[config.mk]
export PLATFORM = sky130hd
export DESIGN_NAME = btn_click_decoder
export DESIGN_NICKNAME = d
export VERILOG_FILES = /design/src/rtl/btn_click_decoder.sv
export SDC_FILE = /design/constraint.sdc
export NUM_CORES = 1
export LEC_CHECK = 0
export CORE_MARGIN = 2
export CORE_UTILIZATION = 50
export CTS_CLUSTER_SIZE = 24
export DETAILED_ROUTE_END_ITERATION = 7
export PLACE_DENSITY = 0.83
export SYNTH_ARGS = -nofsm -noshare
export SYNTH_HDL_FRONTEND = slang
export SYNTH_SLANG_ARGS = --single-unit
[constraint.sdc]
create_clock -name clk -period 2.15 [get_ports clk]
set_clock_uncertainty 0.15 [all_clocks]
set_input_delay 0.43 -clock clk [delete_from_list [all_inputs] [get_ports clk]]
set_output_delay 0.43 -clock clk [all_outputs]
set_load 0.01 [all_outputs]
[src/rtl/btn_click_decoder.sv]
// rtl/btn_click_decoder.sv - debounced button with single/double/long-press gesture decoder
// Optional event counter on click_cnt is enabled by defining BTN_CLICK_STATS_EN.
module btn_click_decoder #(
    parameter int CLK_FREQUENCY      = 48000000,
    parameter int BUTTON_LOGIC_LEVEL = 1,
    parameter int DEBOUNCE_MS        = 10,
    parameter int DOUBLE_CLICK_MS    = 400,
    parameter int LONG_PRESS_MS      = 1000
) (
    input  logic       clk,
    input  logic       rst_n,
    input  logic       usr_btn,
    output logic       btn_level,
    output logic       single_click,
    output logic       double_click,
    output logic       long_press,
    output logic [7:0] click_cnt
);

    localparam int DEB_CLKS  = CLK_FREQUENCY / 1000 * DEBOUNCE_MS;
    localparam int DC_CLKS   = CLK_FREQUENCY / 1000 * DOUBLE_CLICK_MS;
    localparam int LONG_CLKS = CLK_FREQUENCY / 1000 * LONG_PRESS_MS;
    localparam int DEB_W     = $clog2(DEB_CLKS) + 1;
    localparam int TMR_MAX   = (DC_CLKS > LONG_CLKS) ? DC_CLKS : LONG_CLKS;
    localparam int TMR_W     = $clog2(TMR_MAX) + 1;

    localparam logic [DEB_W-1:0] DEB_LAST  = DEB_W'(DEB_CLKS - 1);
    localparam logic [TMR_W-1:0] DC_LAST   = TMR_W'(DC_CLKS - 1);
    localparam logic [TMR_W-1:0] LONG_LAST = TMR_W'(LONG_CLKS - 1);

    typedef enum logic [2:0] {
        S_IDLE,
        S_PRESS1,
        S_WAIT2,
        S_PRESS2,
        S_HOLD
    } state_t;

    logic             sync1_q, sync2_q;
    logic             pressed;
    logic [DEB_W-1:0] deb_cnt_q, deb_cnt_d;
    logic             level_q, level_d, level_prev_q;
    logic             rise, fall;
    state_t           state_q, state_d;
    logic [TMR_W-1:0] timer_q, timer_d;
    logic             dbl_q, dbl_d;
    logic             single_hit, long_hit;

    assign pressed = (BUTTON_LOGIC_LEVEL != 0) ? sync2_q : ~sync2_q;
    assign rise    = level_q & ~level_prev_q;
    assign fall    = ~level_q & level_prev_q;

    // Any cycle agreeing with the current level restarts the stability count.
    always_comb begin
        deb_cnt_d = '0;
        level_d   = level_q;
        if (pressed != level_q) begin
            if (deb_cnt_q == DEB_LAST) begin
                level_d = ~level_q;
            end else begin
                deb_cnt_d = deb_cnt_q + DEB_W'(1);
            end
        end
    end

    always_comb begin
        state_d    = state_q;
        single_hit = 1'b0;
        long_hit   = 1'b0;
        dbl_d      = 1'b0;
        case (state_q)
            S_IDLE:   if (rise) state_d = S_PRESS1;
            S_PRESS1: begin
                if (fall) begin
                    state_d = S_WAIT2;
                end else if (timer_q == LONG_LAST) begin
                    long_hit = 1'b1;
                    state_d  = S_HOLD;
                end
            end
            // A second press arriving on the timeout cycle still counts as a double click.
            S_WAIT2: begin
                if (rise) begin
                    state_d = S_PRESS2;
                end else if (timer_q == DC_LAST) begin
                    single_hit = 1'b1;
                    state_d    = S_IDLE;
                end
            end
            S_PRESS2: begin
                if (fall) begin
                    dbl_d   = 1'b1;
                    state_d = S_IDLE;
                end
            end
            S_HOLD:   if (fall) state_d = S_IDLE;
            default:  state_d = S_IDLE;
        endcase
        if (state_d != state_q) begin
            timer_d = '0;
        end else if (timer_q == {TMR_W{1'b1}}) begin
            timer_d = timer_q;
        end else begin
            timer_d = timer_q + TMR_W'(1);
        end
    end

    always_ff @(posedge clk) begin
        if (!rst_n) begin
            sync1_q      <= 1'b0;
            sync2_q      <= 1'b0;
            deb_cnt_q    <= '0;
            level_q      <= 1'b0;
            level_prev_q <= 1'b0;
            state_q      <= S_IDLE;
            timer_q      <= '0;
            dbl_q        <= 1'b0;
        end else begin
            sync1_q      <= usr_btn;
            sync2_q      <= sync1_q;
            deb_cnt_q    <= deb_cnt_d;
            level_q      <= level_d;
            level_prev_q <= level_q;
            state_q      <= state_d;
            timer_q      <= timer_d;
            dbl_q        <= dbl_d;
        end
    end

    assign btn_level    = level_q;
    assign single_click = single_hit & rst_n;
    assign long_press   = long_hit & rst_n;
    assign double_click = dbl_q;

`ifdef BTN_CLICK_STATS_EN
    logic [7:0] cnt_q, cnt_d;

    always_comb begin
        cnt_d = cnt_q;
        if ((single_click | double_click | long_press) && (cnt_q != 8'hFF)) begin
            cnt_d = cnt_q + 8'd1;
        end
    end

    always_ff @(posedge clk) begin
        if (!rst_n) begin
            cnt_q <= 8'h00;
        end else begin
            cnt_q <= cnt_d;
        end
    end

    assign click_cnt = cnt_q;
`else
    assign click_cnt = 8'h00;
`endif

endmodule

==> results.md <==
- Max-Cap Viols: 0
- CTS buffer count: 5
- # hold bufs at CTS: 0
- Post-layout nets: 396
- Initial core utilization: 0.522
- CP bufs+invs: 1
- Post-DP HPWL: roughly 4400 um
- Final hold violation count: 0
- Post-synthesis sequential area ratio: 0.408
- Die area: ~6000 um2
- Number of global-route vias before repair: 2463
- Die width: 77.5 um
- 1st-pass router iterations: 4
- Synthesized cell area: between 2000 and 3000 um2
- Critical Path RT: around 1.6 ns
- Status: complete, but fails checks
- Top_reg_cell synth: dfxtp_1
- Top delay family on crit path: simple AND/OR/NAND/NOR gates
- Synth cell types: 46
- Slowest CP cell: or4b_4
- Die height: just under 80 um
- H-tree depth: 2
- Total GRT Usage: 0.207
- Leading area contributor after synthesis: dfxtp_1
- Count of input and output buffers: 6
- LEAKAGE: ~1.3 nW
- Worst vdd ir: between 0.0003 and 0.0004 V
- Antenna violations before repair: 0
- TritonCTS clock tree: done
- Hold path depth: 1
- Highest Clock Rate: 412 MHz
- FF-to-FF setup slack: -0.08 ns
- Layout Area Growth over Synthesis: 29.9%
- Tot Pwr: 1.71 mW
- CTS root buffer: clkbuf_8
- HP Class: reg -> reg
- PwrDens: a little under 500 nW/um2
- Worst Setup End Kind: primary output
- CP Max Fanout: 2
- Seq cells post-synth: 55
- Total Routed Length: 6720 um
- R2R depth: 7
- Post-route minimum period: between 2 and 2.5 ns
- Clk_lat worst skew: 0.31 ns
- Placer Congestion: about 0.92
- Gr ovfl total: 0
- Starting DRT DRC Count: ~110
- Vias: 2573
- Hold Crit Start: sync1_q$_SDFF_PN0_
- Crit-path max cell delay: between 0.5 and 0.6 ns
- FFs w/ async S/R, synth: 0
- Synth warn: 0
- Setup crit start kind: flop
- Area of the core: 5170 um2
- Top cells by area, synth: dfxtp_1 41%, nor2_1 7.1%, xnor2_1 6.5%, xor2_1 4.5%, nand3_1 3.3%
- Site Rows: 26
- CP Class: reg -> out
- Vias per cell: approximately 5.6
- Final Util: 0.678
- Final worst slack: -0.278 ns
- Fraction of the cycle the final worst path needs: 1.13
- Routed Antenna Nets: 0
- Fraction of layout cells with a size suffix above 1: 0.281
- Max clock buf depth: 2
- RSZ-0062 raised after global routing: true
- Largest net degree at the start of global routing: 20
- Reg2reg start: timer_q[15]$_SDFFE_PP0P_
- Most instantiated library cell after synthesis: dfxtp_1
- Hold-critical path endpoint: pressed$_SDFF_PN0_
- Antenna cells: 0
- Clock transition at the registers of the reported paths: between 0.1 and 0.15 ns
- Post-synth EDFFs: 0
- CP arrival: 1.85 ns
- Syn_area_per_cell: ~8.5 um2
- CP Cell Sequence: or4b_4 -> nor3_4 -> nand4_1 -> nor2_1 -> buf_2
- Failing checks: negative setup slack
- Gate Count Post-Synth: roughly 320
- I/O pins: 15
- # DRC: 0
- Setup violators final: 29
- Global-route wire length before repair: about 10000 um
- Synth cell count leaders: 55 x dfxtp_1, 51 x nor2_1, 23 x nand2_1
- FF-to-FF End: timer_q[22]$_SDFFE_PP0P_
- Synth top area share: 0.408
- Max-slew violations: 0
- Clock sink count: 55
- DR WL/cell: approximately 15 um
## cell usage in the layout (no fill, tap or decap), types with 9 or more instances in the layout
cell     netlist  final
a21oi_1       12     12
or3_1         10      9
nor2_1        51     51
nand4_1       13     13
xnor2_1       20     20
nand2_1       23     22
dfxtp_1       55     49
buf_4         12     63
xor2_1        14     14
nand3_1       18     17
## area by class of cell
| cell class | instances | area, um2 |
|---|---|---|
| Fill cell | 380 | 1670 |
| Multi-Input combinational cell | 249 | 1620 |
| Sequential cell | 55 | 1110 |
| Timing Repair Buffer | 73 | 568 |
| Tap cell | 70 | 87.6 |
| Clock buffer | 5 | 68.8 |
| Clock inverter | 3 | 28.8 |
| Inverter | 7 | 26.3 |
## worst max path at each step
stage	startpoint	end	slack, ns	cells past startpoint
floorplan	timer_q[0]$_SDFFE_PP0P_	timer_q[20]$_SDFFE_PP0P_	-0.04	6
global placement	timer_q[16]$_SDFFE_PP0P_	single_click	-0.49	5
detailed placement	timer_q[16]$_SDFFE_PP0P_	single_click	-0.55	5
CTS	timer_q[15]$_SDFFE_PP0P_	long_press	-0.25	5
global route	timer_q[26]$_SDFFE_PP0P_	single_click	-0.37	5
finish	timer_q[26]$_SDFFE_PP0P_	single_click	-0.28	5
## power by group
group          internal, mW  total (mW)  switching [mW]
clock                 0.242       0.607           0.365
sequential             1.03        1.03         0.00619
combinational        0.0353      0.0751          0.0398
## per-stage QoR
stage | std cells | hold WS [ns] | setup WS (ns) | TNS [ns] | area (um2)
6_report | 462 | 0.301 | -0.278 | -2.18 | 3510
5_1_grt | 462 | 0.345 | -0.369 | -4.03 | 3510
4_1_cts | 455 | 0.303 | -0.253 | -0.476 | 3430
3_5_place_dp | 444 | 0.275 | -0.546 | -1.52 | 3240
3_3_place_gp | 444 | 0.277 | -0.491 | -1.13 | 3240
2_1_floorplan | 325 | 0.262 | -0.0383 | -0.114 | 2750
## routing by layer
layer / GRT usage / routed length [um] / vias up
met5: 0 / 0 / -
met4: 0.0696 / 84 / 0
met3: 0.0349 / 201 / 9
met2: 0.389 / 3640 / 53
met1: 0.234 / 2790 / 1260
li1: - / - / 1251
## worst reg2reg max path: stages (launching register included)
cell and delay (ns):
dfxtp_2 0.34, or4b_4 0.53, nor4b_2 0.22, nand4b_1 0.18, buf_4 0.19, o211ai_4 0.28, buf_6 0.19, a21oi_1 0.05
## state kept, by name (all words and copies together), names as in the netlist
register	cells
btn_level	1
double_click	1
level_prev_q	1
deb_cnt_q	20
sync1_q	1
timer_q	27
state_q	3
pressed	1
## logic make-up after synthesis
logic type,after synthesis,synth area share
buf+inv,22,0.0477
flops,55,0.408
xor+xnor,34,0.110
fa+ha+maj,2,0.00927
mux,4,0.0148
compound gates,39,0.0941
simple gates,161,0.315
other cells,1,0.00139
## what timing repair did
| item | CTS | global route |
|---|---|---|
| cloned | 0 | 3 |
| hold endpoints to repair | 0 | 0 |
| resized for setup | 26 | 9 |
| endpoints found under the setup margin | 28 | 41 |
| buffers inserted | 3 | 4 |
| pin swaps | 12 | 7 |
No activity file was read; power rests on OpenSTA's default activity.
